===== src/rtl/relu_collect_pkg.sv =====
// Shared types and constants for the ReLU result collector: read FSM states,
// bank count and the index-width helper.
package relu_collect_pkg;

  localparam int NUM_BANKS = 2;

  typedef enum logic {
    ST_IDLE   = 1'b0,
    ST_STREAM = 1'b1
  } rd_state_e;

  // Width of an element index; never below one bit.
  function automatic int idx_width(input int n);
    return (n > 1) ? $clog2(n) : 1;
  endfunction

endpackage


===== src/rtl/relu_collect_bank.sv =====
// One activation-vector bank: element storage, full flag and zero-on-release.
// Running max/argmax tracking is present only when RELU_COLLECT_ARGMAX_EN is defined.
module relu_collect_bank
  import relu_collect_pkg::*;
#(
  parameter int DATA_WIDTH = 32,
  parameter int VECTOR_LEN = 4,
  parameter int IDX_W      = idx_width(VECTOR_LEN)
) (
  input  logic                  clk,
  input  logic                  rst_n,
  input  logic                  wr_en_i,
  input  logic [IDX_W-1:0]      wr_idx_i,
  input  logic [DATA_WIDTH-1:0] wr_data_i,
  input  logic                  wr_last_i,
  input  logic                  release_i,
  input  logic [IDX_W-1:0]      rd_idx_i,
  output logic [DATA_WIDTH-1:0] rd_data_o,
  output logic                  full_o
`ifdef RELU_COLLECT_ARGMAX_EN
  ,
  output logic [IDX_W-1:0]      argmax_o
`endif
);

  logic [DATA_WIDTH-1:0] mem_q [VECTOR_LEN];
  logic [DATA_WIDTH-1:0] mem_d [VECTOR_LEN];
  logic                  full_q, full_d;

  always_comb begin
    // NOTE: every next-state signal takes its hold value first, so no path
    // through this block can leave one unassigned and infer a latch.
    mem_d  = mem_q;
    full_d = full_q;
    if (release_i) begin
      for (int i = 0; i < VECTOR_LEN; i++) begin
        mem_d[i] = '0;
      end
      full_d = 1'b0;
    end else if (wr_en_i) begin
      mem_d[wr_idx_i] = wr_data_i;
      if (wr_last_i) begin
        full_d = 1'b1;
      end
    end
  end

  // NOTE: storage is reset element by element on purpose: unwritten positions
  // of a vector must read back as zero, which plain RAM could not guarantee.
  always_ff @(posedge clk or negedge rst_n) begin
    if (!rst_n) begin
      for (int i = 0; i < VECTOR_LEN; i++) begin
        mem_q[i] <= '0;
      end
      full_q <= 1'b0;
    end else begin
      // NOTE: non-blocking assignments so every flop samples pre-edge values.
      mem_q  <= mem_d;
      full_q <= full_d;
    end
  end

  assign rd_data_o = mem_q[rd_idx_i];
  assign full_o    = full_q;

`ifdef RELU_COLLECT_ARGMAX_EN
  logic [DATA_WIDTH-1:0] max_q, max_d;
  logic [IDX_W-1:0]      argmax_q, argmax_d;

  // Strict compare keeps the first-written maximum on ties.
  always_comb begin
    max_d    = max_q;
    argmax_d = argmax_q;
    if (release_i) begin
      max_d    = '0;
      argmax_d = '0;
    end else if (wr_en_i && (wr_data_i > max_q)) begin
      max_d    = wr_data_i;
      argmax_d = wr_idx_i;
    end
  end

  always_ff @(posedge clk or negedge rst_n) begin
    if (!rst_n) begin
      max_q    <= '0;
      argmax_q <= '0;
    end else begin
      max_q    <= max_d;
      argmax_q <= argmax_d;
    end
  end

  assign argmax_o = argmax_q;
`endif

endmodule


===== src/rtl/relu_result_collector.sv =====
// Collects ReLU output elements into two ping-pong vector banks and streams each
// completed vector over valid/ready. Define RELU_COLLECT_ARGMAX_EN to add out_argmax.
module relu_result_collector
  import relu_collect_pkg::*;
#(
  parameter  int DATA_WIDTH = 32,
  parameter  int VECTOR_LEN = 4,
  localparam int IDX_W      = idx_width(VECTOR_LEN)
) (
  input  logic                  clk,
  input  logic                  rst_n,
  input  logic                  in_enable,
  input  logic [DATA_WIDTH-1:0] in_index,
  input  logic [DATA_WIDTH-1:0] in_value,
  output logic                  out_valid,
  input  logic                  out_ready,
  output logic [DATA_WIDTH-1:0] out_data,
  output logic [IDX_W-1:0]      out_index,
  output logic                  out_last,
  output logic                  overflow,
  output logic                  index_error
`ifdef RELU_COLLECT_ARGMAX_EN
  ,
  output logic [IDX_W-1:0]      out_argmax
`endif
);

  localparam logic [DATA_WIDTH-1:0] LEN_D    = DATA_WIDTH'(VECTOR_LEN);
  localparam logic [IDX_W-1:0]      LAST_IDX = IDX_W'(VECTOR_LEN - 1);

  rd_state_e        state_q, state_d;
  logic [IDX_W-1:0] rd_ptr_q, rd_ptr_d;
  logic             rd_bank_q, rd_bank_d;
  logic             wr_bank_q, wr_bank_d;
  logic             overflow_q, overflow_d;
  logic             index_error_q, index_error_d;

  logic                  idx_bad, wr_accept, wr_last, rd_release;
  logic [IDX_W-1:0]      wr_idx;
  logic [NUM_BANKS-1:0]  bank_full;
  logic [DATA_WIDTH-1:0] bank_rd_data [NUM_BANKS];
`ifdef RELU_COLLECT_ARGMAX_EN
  logic [IDX_W-1:0]      bank_argmax [NUM_BANKS];
`endif

  // Write side: a bad index is rejected before the full check is considered.
  assign idx_bad   = in_enable && (in_index >= LEN_D);
  assign wr_idx    = in_index[IDX_W-1:0];
  assign wr_accept = in_enable && !idx_bad && !bank_full[wr_bank_q];
  assign wr_last   = wr_accept && (wr_idx == LAST_IDX);

  always_comb begin
    wr_bank_d     = wr_last ? ~wr_bank_q : wr_bank_q;
    overflow_d    = overflow_q || (in_enable && !idx_bad && bank_full[wr_bank_q]);
    index_error_d = index_error_q || idx_bad;
  end

  // Read FSM next state; a bank is released on acceptance of its last beat.
  always_comb begin
    state_d    = state_q;
    rd_ptr_d   = rd_ptr_q;
    rd_bank_d  = rd_bank_q;
    rd_release = 1'b0;
    case (state_q)
      ST_IDLE: begin
        if (bank_full[rd_bank_q]) begin
          state_d  = ST_STREAM;
          rd_ptr_d = '0;
        end
      end
      ST_STREAM: begin
        if (out_ready) begin
          if (rd_ptr_q == LAST_IDX) begin
            rd_release = 1'b1;
            rd_bank_d  = ~rd_bank_q;
            state_d    = ST_IDLE;
          end else begin
            rd_ptr_d = rd_ptr_q + 1'b1;
          end
        end
      end
      default: state_d = ST_IDLE;
    endcase
  end

  always_ff @(posedge clk or negedge rst_n) begin
    if (!rst_n) begin
      state_q       <= ST_IDLE;
      rd_ptr_q      <= '0;
      rd_bank_q     <= 1'b0;
      wr_bank_q     <= 1'b0;
      overflow_q    <= 1'b0;
      index_error_q <= 1'b0;
    end else begin
      state_q       <= state_d;
      rd_ptr_q      <= rd_ptr_d;
      rd_bank_q     <= rd_bank_d;
      wr_bank_q     <= wr_bank_d;
      overflow_q    <= overflow_d;
      index_error_q <= index_error_d;
    end
  end

  for (genvar b = 0; b < NUM_BANKS; b++) begin : g_bank
    relu_collect_bank #(
      .DATA_WIDTH(DATA_WIDTH),
      .VECTOR_LEN(VECTOR_LEN),
      .IDX_W     (IDX_W)
    ) u_bank (
      .clk      (clk),
      .rst_n    (rst_n),
      .wr_en_i  (wr_accept && (int'(wr_bank_q) == b)),
      .wr_idx_i (wr_idx),
      .wr_data_i(in_value),
      .wr_last_i(wr_last),
      .release_i(rd_release && (int'(rd_bank_q) == b)),
      .rd_idx_i (rd_ptr_q),
      .rd_data_o(bank_rd_data[b]),
      .full_o   (bank_full[b])
`ifdef RELU_COLLECT_ARGMAX_EN
      ,
      .argmax_o (bank_argmax[b])
`endif
    );
  end

  // Outputs are decoded from registers only; out_ready never reaches them.
  assign out_valid   = (state_q == ST_STREAM);
  assign out_data    = out_valid ? bank_rd_data[rd_bank_q] : '0;
  assign out_index   = out_valid ? rd_ptr_q : '0;
  assign out_last    = out_valid && (rd_ptr_q == LAST_IDX);
  assign overflow    = overflow_q;
  assign index_error = index_error_q;
`ifdef RELU_COLLECT_ARGMAX_EN
  assign out_argmax  = out_last ? bank_argmax[rd_bank_q] : '0;
`endif

endmodule


===== config.mk =====
export PLATFORM = sky130hd
export DESIGN_NAME = relu_result_collector
export DESIGN_NICKNAME = d
export VERILOG_FILES = /design/src/rtl/relu_collect_pkg.sv /design/src/rtl/relu_collect_bank.sv /design/src/rtl/relu_result_collector.sv
export SDC_FILE = /design/constraint.sdc
export NUM_CORES = 1
export LEC_CHECK = 0
export ABC_AREA = 1
export BUFFER_PORTS_ARGS = -buffer_cell sky130_fd_sc_hd__buf_4
export CAP_MARGIN = 20
export CORE_MARGIN = 5
export CORE_UTILIZATION = 57
export CTS_CLUSTER_DIAMETER = 150
export DETAILED_ROUTE_END_ITERATION = 8
export HOLD_SLACK_MARGIN = 0.05
export PLACE_DENSITY = 0.76
export SLEW_MARGIN = 20
export SYNTH_ARGS = -nofsm -noshare
export SYNTH_HDL_FRONTEND = slang
export SYNTH_SLANG_ARGS = --single-unit

===== constraint.sdc =====
create_clock -name clk -period 2.3 [get_ports clk]
set_clock_uncertainty 0.1 [all_clocks]
set_input_delay 0 -clock clk [delete_from_list [all_inputs] [get_ports clk]]
set_output_delay 0 -clock clk [all_outputs]
set_load 0.01 [all_outputs]

Yosys cells after proc, flatten, opt, wreduce, memory -nomap -nowiden
Index checks and enable logic that the tools add are counted.

Register bits: 265. Output and inout port bits: 38. Word-level logic and storage cells: 99.

Equal/unequal tests: 5. Bitwise logic cells: 8. $add $sub $neg: 1. Reductions and logical operators: 23. Order comparisons: 7. Muxes and demuxes: 39.

Operator list (count): 128-bit 2-to-1 mux (4); 32-bit 2-to-1 mux (9); 128-bit bitwise mux (2); 32-bit binary-select mux with 2-bit select (2); 32-bit demux with 2-bit select (1); 32-bit by 3-bit greater-or-equal comparator with 1-bit output (second input constant) (1); 1-bit 2-to-1 mux (15); 1-bit logical AND (11); 2-bit 2-to-1 mux (4); 2-bit nonzero test (4); 3-bit greater-or-equal comparator (second input constant) (2); 2-bit inequality test (second input constant) (3); 2-bit inverter with 3-bit output (2); 3-bit AND reduction (2); 1-bit inverter (5); 2-bit equality test (second input constant) (2); 1-bit by 2-bit < comparator with 1-bit output (second input constant) (2); 2-bit one-hot mux with 2 select lines (1); 2-bit AND reduction (2); 3-bit by 1-bit < comparator with 1-bit output (second input constant) (1); 2-bit by 1-bit adder with 2-bit output (second input constant) (1); 2-bit greater-or-equal comparator (second input constant) (1); 1-bit logical NOT (2); 1-bit logical OR (2); 2 further kinds (2).

Longest topological paths before layout
Gate-level depths: netlist of the first run.

Word-level depth: 9. Gate-level depth with buffers: 11.

By module
From an unflattened synthesis of the first run, not the netlist that was laid out.

Cell total of the unflattened synthesis: 2188. Area total of the unflattened synthesis: 14621.5 µm².

By module, submodules not included: relu_collect_bank (instances 2, sequential area each 3228.1 µm², cells an instance 1002, area an instance 6826.5 µm²); relu_result_collector (instances 1, sequential area each 175.2 µm², cells an instance 184, area an instance 968.4 µm²).

Worst setup path before layout of the first run
No wires, ideal clock.

Path kind: register -> register. From: reg rd_ptr_q[0]. To: reg g_bank[0].u_bank.mem_q[100] (netlist bit). Arrival: 1.753 ns. Stages on the path, launching flop included: 11. Path slack: 0.381 ns. Data required time: 2.134 ns. Setup time: 0.066 ns. Clock period less this slack: 1.919 ns. Buffers on the path: 2. Cells stage by stage: dfrtp_1 -> ha_1 -> nand2_1 -> inv_1 -> nand2_1 -> nor2_2 -> inv_2 -> clkbuf_1 -> clkbuf_1 -> nand3_1 -> nand2_1.

Cells in the longest elaborated chain, start to end: 6. Elaborated cells between the ends (all ways): 7. Classes of those cells: eq/ne (1); mux (4); reduce/logical (2).

Ends and longest elaborated chain: from (decl) (line relu_result_collector.sv:32) `logic [IDX_W-1:0] rd_ptr_q, rd_ptr_d;`; from (signal assigned) (line relu_result_collector.sv:96) `rd_ptr_q <= rd_ptr_d;`; 2-bit equality test (*) (line relu_result_collector.sv:73) `if (rd_ptr_q == LAST_IDX) begin`; 1-bit 2-to-1 mux (*) (line relu_result_collector.sv:73); 1-bit 2-to-1 mux (*) (line relu_result_collector.sv:72) `if (out_ready) begin`; 1-bit 2-to-1 mux (*) (line relu_result_collector.sv:64) `case (state_q)`; 1-bit logical AND (*) (line relu_result_collector.sv:116) `.release_i(rd_release && (int'(rd_bank_q) == b)),`; 128-bit 2-to-1 mux or 2-bit nonzero test (tied branches); to (signal assigned) (line relu_collect_bank.sv:58) `mem_q <= mem_d;`; to (decl) (line relu_collect_bank.sv:26) `logic [DATA_WIDTH-1:0] mem_q [VECTOR_LEN];`.

Every way passes the cells marked *; elsewhere a longest branch is shown, timed or not. A chain may end at the register's enable or synchronous reset.

Worst setup path after layout of the first run
From: reg rd_ptr_q[0]. To: out out_data[24].

Cells in the longest elaborated chain, start to end: 8. Elaborated cells between the ends (all ways): 11. Classes of those cells: mux (10); bitwise (1).

Ends and longest elaborated chain: 2-bit inverter with 3-bit output (not written as such) (*) (line relu_collect_bank.sv:63) `assign rd_data_o = mem_q[rd_idx_i];`; 32-bit binary-select mux with 2-bit select (line relu_collect_bank.sv:63); 32-bit 2-to-1 mux (not written as such) (2 in a row) (line relu_collect_bank.sv:63); 32-bit 2-to-1 mux (not written as such) (*) (3 in a row) (line relu_result_collector.sv:129) `assign out_data = out_valid ? bank_rd_data[rd_bank_q] : '0;`; 32-bit 2-to-1 mux (*) (line relu_result_collector.sv:129); to (decl) (line relu_result_collector.sv:17) `output logic [DATA_WIDTH-1:0] out_data,`.

Every way passes the cells marked *; elsewhere a longest branch is shown, timed or not. The select of a mux whose other input is x is not followed.

==> flow_metrics.env, run 1 <==
export IMPL_outcome="finished with violations"
export IMPL_violations="setup timing"
export IMPL_diodes=0
export IMPL_ys_ff_latch=265
export IMPL_synth_xor_area_share_pct=0
export IMPL_synthSimpleGateAreaFrac_pct=37.1
export IMPL_hold_class="primary input to register"
export IMPL_relSlewSlack_pct=38.1
export IMPL_synth_compound_area_share_pct=8.90
export IMPL_cts_root_buffer="clkbuf_16"
export IMPL_drc=0
export IMPL_ioPinCount=106
export IMPL_maxCapViolCount=0
export IMPL_start_util_pct=57.9
export IMPL_nets=2079
export IMPL_place_gp_congestion=0.831
export IMPL_rr_startpoint="rd_ptr_q[0]$_DFFE_PN0P_"
export IMPL_critPathLaunchType="register"
export IMPL_rows=57
export IMPL_yosysSeqAreaShare_pct=47.1
export IMPL_dp_hpwl_um=25000
export IMPL_total_power_uw=17300
export IMPL_hold_viol=0
export IMPL_first_iter_violations=2247
export IMPL_reg2reg_depth=10
export IMPL_wl_per_cell_um=21.1
export IMPL_yosys_area_share_adder_pct=0.0889
export IMPL_hold_worst_slack_ns=0.103
export IMPL_grt_usage_pct=32.8
export IMPL_fmax_ghz=0.431
export IMPL_yosysMostFrequentCell="nand3_1"
export IMPL_totalWireLength_um=49700
export IMPL_grt_max_degree=107
export IMPL_die_y_um=167
export IMPL_clkTransAtPathRegs_ns=0.06
export IMPL_yosysWarnings=0
export IMPL_antenna_found_initial=0
export IMPL_cts_tree="built"
export IMPL_final_layout_size_suffix_gt1_share_pct=13.4
export IMPL_overflow=0
export IMPL_crit_fanout=8
export IMPL_dieWidth_um=167
export IMPL_critPathRequiredTime_ns=2.20
export IMPL_synth_distinct_cells=27
export IMPL_synth_avg_cell_area_um2=7.35
export IMPL_synth_nets=1985
export IMPL_setup_slack_ns=-0.0187
export IMPL_path_class="register to primary output"
export IMPL_vias=14900
export IMPL_dieArea_um2=27900
export IMPL_area_growth_synth_to_final_pct=23.1
export IMPL_rr_endpoint="g_bank[1].u_bank.mem_q[10]$_DFFE_PN0P_"
export IMPL_tightest_slew_ns=0.928
export IMPL_numCtsBuffers=29
export IMPL_synth_flop_cell="dfrtp_1"
export IMPL_reg2reg_slack_ns=0.03
export IMPL_yosysTopAreaCell="dfrtp_1"
export IMPL_min_to="overflow$_DFF_PN0_"
export IMPL_clock_sinks=265
export IMPL_min_delay_start="in_index[25]"
export IMPL_arrival_ns=2.22
export IMPL_end_kind="primary output"
export IMPL_slew_viol_final=0
export IMPL_syn_cell_area_um2=14100
export IMPL_vias_per_cell=6.34
export IMPL_startpoint="rd_ptr_q[0]$_DFFE_PN0P_"
export IMPL_io_buffers=105
export IMPL_core_um2=24300
export IMPL_yosysTopAreaCellShare_pct=47.1
export IMPL_clk_latency_ns=0.56
export IMPL_first_global_vias=14000
export IMPL_rsz0062_at_grt="yes"
export IMPL_htreeDepth=1
export IMPL_synth_top_family_by_area="simple AND/OR/NAND/NOR gates"
export IMPL_drtPass1Iterations=6
export IMPL_p_leak_uw=0.00895
export IMPL_yosys_top_cells_count="451 x nand3_1, 348 x nand2_1, 321 x nor2_1"
export IMPL_synth_async_reset_ratio_pct=100
export IMPL_synthCells=1916
export IMPL_peakVddDrop_uv=658
export IMPL_synth_area_leaders="dfrtp_1 47%, nand3_1 16%, nand2_1 9.3%"
export IMPL_muxShareOfSynthArea_pct=0
export IMPL_grt_pass1_wl_um=75200
export IMPL_setup_viol=3
export IMPL_ant_nets=0
export IMPL_synth_edff_count=0
export IMPL_powerDensity_nw_per_um2=1000
export IMPL_post_route_min_period_ns=2.32
export IMPL_min_path_cells=8
export IMPL_timing_final_crit_share_pct=101
export IMPL_cts_buffer_depth=3
metal layers:
metal	GRT usage [%]	vias up	share of wire, %
met1	45.5	7022	38
met5	0	-	0
li1	-	6626	-
met2	51.5	1078	45
met3	6.34	197	13
met4	12.6	0	4.4
sequential cells by signal, summed over array words and instances (netlist names):
register              count
g_bank.u_bank.mem_q     256
g_bank.u_bank.full_o      2
rd_ptr_q                  2
index_error               1
out_valid                 1
overflow                  1
rd_bank_q                 1
wr_bank_q                 1
how the worst max path moves through the flow:
stage / endpoint / cells past startpoint
global placement: g_bank[0].u_bank.mem_q[114]$_DFFE_PN0P_ / 9
global route: out_data[15] / 8
finish: out_data[24] / 8
detailed placement: g_bank[1].u_bank.mem_q[7]$_DFFE_PN0P_ / 9
CTS: out_data[16] / 8
floorplan: g_bank[0].u_bank.mem_q[100]$_DFFE_PN0P_ / 10
critical path, cell delays in order, from the launching register on:
cell and delay [ns]:
dfrtp_4 0.50, buf_6 0.15, clkinv_8 0.09, buf_6 0.14, nor2_1 0.04, o22ai_1 0.16
o21ai_1 0.10, a31oi_2 0.29, buf_4 0.18
power by group:
part	switching [µW]	total [µW]	internal, µW	leakage, µW
logic	4350	7300	2950	0.00482
clock network	1950	4700	2750	0.000471
registers	273	5330	5060	0.00367
cells by family after synthesis:
logic type / count (synthesis)
and+or+nand+nor: 1192
AOI/OAI and AO/OA: 233
adders and majority gates: 1
buffers and inverters: 225
DFF: 265
cell usage in the layout, fill, tap and decap left out, drive strengths merged:
cell            n
nand3         451
nand2         351
nor2          327
dfrtp         265
buf           185
o21ai         164
nor3           54
clkbuf         54
inv            52
dlygate4sd3    42
o22ai          32
a31oi          32
nand4           8
clkinv          5
a21oi           3
or2             1
a31o            1
o21bai          1
ha              1
bufinv          1
dlymetal6s4s    1
cell type report:
class	count	area, µm²
clock buffer	47	893
clock inverter	5	60.1
fill	1942	6990
inverter	51	221
multi-input combinational	1426	6560
sequential	265	6640
tap	324	405
timing repair buffer	235	2530
timing repair inverter	2	25.0
per-stage QoR:
stage | util (%) | TNS [ns] | cell area, µm² | instances | setup slack [ns]
finish | 71.3 | -0.0384 | 17300 | 2355 | -0.0187
global route | 71.3 | -1.74 | 17300 | 2355 | -0.0585
CTS | 69.4 | -0.102 | 16900 | 2338 | -0.0273
detailed placement | 62.6 | 0 | 15200 | 2232 | 0.270
global placement | 62.6 | 0 | 15200 | 2232 | 0.302
floorplan | - | 0 | 14100 | 1916 | 0.381
repair_timing:
action	CTS	global route
gates cloned	6	9
endpoints found under the hold margin	528	0
hold buffers	43	0
setup endpoints to repair	32	243
resized for setup	17	55
setup buffers	5	8
pin swaps	1	14
Power figures use the tool's default switching activity.
==> run 2: changes to the inputs <==
- RECOVER_POWER: not set -> 50
==> run 2 against run 1 <==
Effect of this change:
- the flow still finishes with violations (setup timing)
- die area unchanged
- clock-buffer cell count unchanged
- sequential share of layout area grew 0.061 points
- critical path depth unchanged
- sequential power about the same
==> flow_metrics.env, run 2 (synthesized netlist as in run 1, its figures left out) <==
export IMPL_outcome="finished with violations"
export IMPL_grt_pass1_wl_um=75200
export IMPL_hold_class="primary input to register"
export IMPL_critPathRequiredTime_ns=2.20
export IMPL_clk_latency_ns=0.56
export IMPL_cts_root_buffer="clkbuf_16"
export IMPL_end_kind="primary output"
export IMPL_overflow=0
export IMPL_relSlewSlack_pct=27.9
export IMPL_grt_usage_pct=32.8
export IMPL_drtPass1Iterations=6
export IMPL_dieWidth_um=167
export IMPL_largest_reg_flops=256
export IMPL_setup_viol=3
export IMPL_largest_register="g_bank.u_bank.mem_q"
export IMPL_crit_fanout=5
export IMPL_powerDensity_nw_per_um2=1000
export IMPL_layout_common_cells="451 x nand3_1, 347 x nand2_1, 320 x nor2_1, 263 x dfrtp_1, 152 x o21ai_0"
export IMPL_core_um2=24300
export IMPL_cts_tree="built"
export IMPL_final_common_cell="nand3_1"
export IMPL_antenna_found_initial=0
export IMPL_wl_per_cell_um=21.1
export IMPL_first_global_vias=14000
export IMPL_hold_viol=0
export IMPL_timing_final_crit_share_pct=101
export IMPL_path_class="register to primary output"
export IMPL_arrival_ns=2.21
export IMPL_setup_slack_ns=-0.0144
export IMPL_numCtsBuffers=29
export IMPL_die_y_um=167
export IMPL_fin_area_um2=17300
export IMPL_drc=0
export IMPL_rsz0062_at_grt="yes"
export IMPL_peakVddDrop_uv=659
export IMPL_place_area_um2=15200
export IMPL_critPathLaunchType="register"
export IMPL_setup_tns_ns=-0.0177
export IMPL_first_iter_violations=2184
export IMPL_htreeDepth=1
export IMPL_total_power_uw=17300
export IMPL_violations="setup timing"
export IMPL_final_layout_size_suffix_gt1_share_pct=13.3
export IMPL_area_growth_synth_to_final_pct=22.9
export IMPL_start_util_pct=57.9
export IMPL_dp_hpwl_um=25000
export IMPL_nets=2079
export IMPL_totalWireLength_um=49700
export IMPL_io_buffers=105
export IMPL_dieArea_um2=27900
export IMPL_fmax_ghz=0.432
export IMPL_grt_max_degree=107
export IMPL_tightest_slew_ns=1.08
export IMPL_place_gp_congestion=0.831
export IMPL_rows=57
export IMPL_clkTransAtPathRegs_ns=0.06
export IMPL_cts_buffer_depth=3
export IMPL_ant_nets=0
export IMPL_maxCapViolCount=0
export IMPL_vias=14900
export IMPL_p_leak_uw=0.00894
export IMPL_slew_viol_final=0
export IMPL_post_route_min_period_ns=2.31
export IMPL_ioPinCount=106
export IMPL_clock_sinks=265
export IMPL_diodes=0
export IMPL_vias_per_cell=6.31
## run 2: cell types whose count changed in the layout (fill, tap and decap cells not counted), sizes merged
| cell | delta |
|---|---|
| clkbuf | +4 |
| buf | -4 |
## run 2: worst paths after layout
path / startpoint / end / slack [ns] / cells after the start
min in group asynchronous: rst_n / g_bank[0].u_bank.mem_q[33]$_DFFE_PN0P_ / 0.67 / 3
setup reg to reg: rd_ptr_q[0]$_DFFE_PN0P_ / g_bank[1].u_bank.mem_q[10]$_DFFE_PN0P_ / 0.01 / 10
max in group asynchronous: rst_n / g_bank[1].u_bank.mem_q[119]$_DFFE_PN0P_ / 0.24 / 4
hold / removal: in_index[25] / overflow$_DFF_PN0_ / 0.11 / 8
hold reg to reg: overflow$_DFF_PN0_ / overflow$_DFF_PN0_ / 0.39 / 1
setup / recovery: rd_ptr_q[0]$_DFFE_PN0P_ / out_data[21] / -0.01 / 8
## run 2: layer usage
metal	vias to the layer above	wire [µm]	global-route usage (%)
met3	178	6380	6.34
met5	-	0	0
met1	7010	18600	45.5
met4	0	2160	12.6
li1	6623	-	-
met2	1055	22500	51.5
## run 2: worst max-delay path, stage by stage, from the launching register on
cell,delay (ns)
dfrtp_4,0.50
buf_6,0.15
clkinv_8,0.09
buf_8,0.11
nor2_1,0.04
o22ai_1,0.16
o21ai_0,0.11
a31oi_2,0.31
buf_4,0.18
## run 2: layout make-up
| type | count | area [µm²] |
|---|---|---|
| clock buffer | 47 | 893 |
| clock inverter | 5 | 60.1 |
| fill | 1947 | 7020 |
| inverter | 51 | 221 |
| multi-input combinational | 1426 | 6560 |
| sequential | 265 | 6640 |
| tap | 324 | 405 |
| timing repair buffer | 235 | 2500 |
| timing repair inverter | 2 | 25.0 |
## run 2: repair_timing
action	in CTS	in global routing
pin swaps	1	14
endpoints found under the hold margin	528	0
gates resized for setup	17	55
hold buffers	43	0
endpoints found under the setup margin	32	243
gates cloned	6	9
buffers inserted	5	8
## run 2: power breakdown
group / internal (µW) / switching (µW) / leakage [µW] / total (µW)
Sequential: 5060 / 272 / 0.00367 / 5330
Combinational: 2950 / 4350 / 0.00480 / 7300
Clock: 2750 / 1940 / 0.000471 / 4690
## run 2: stage by stage
stage,hold WS (ns),instances,setup slack (ns),utilization (%)
global route,0.160,2355,-0.0585,71.1
finish,0.107,2355,-0.0144,71.1
global placement,-0.0792,2232,0.302,62.6
CTS,0.0838,2338,-0.0273,69.4
detailed placement,-0.0774,2232,0.270,62.6
floorplan,-0.396,1916,0.381,-
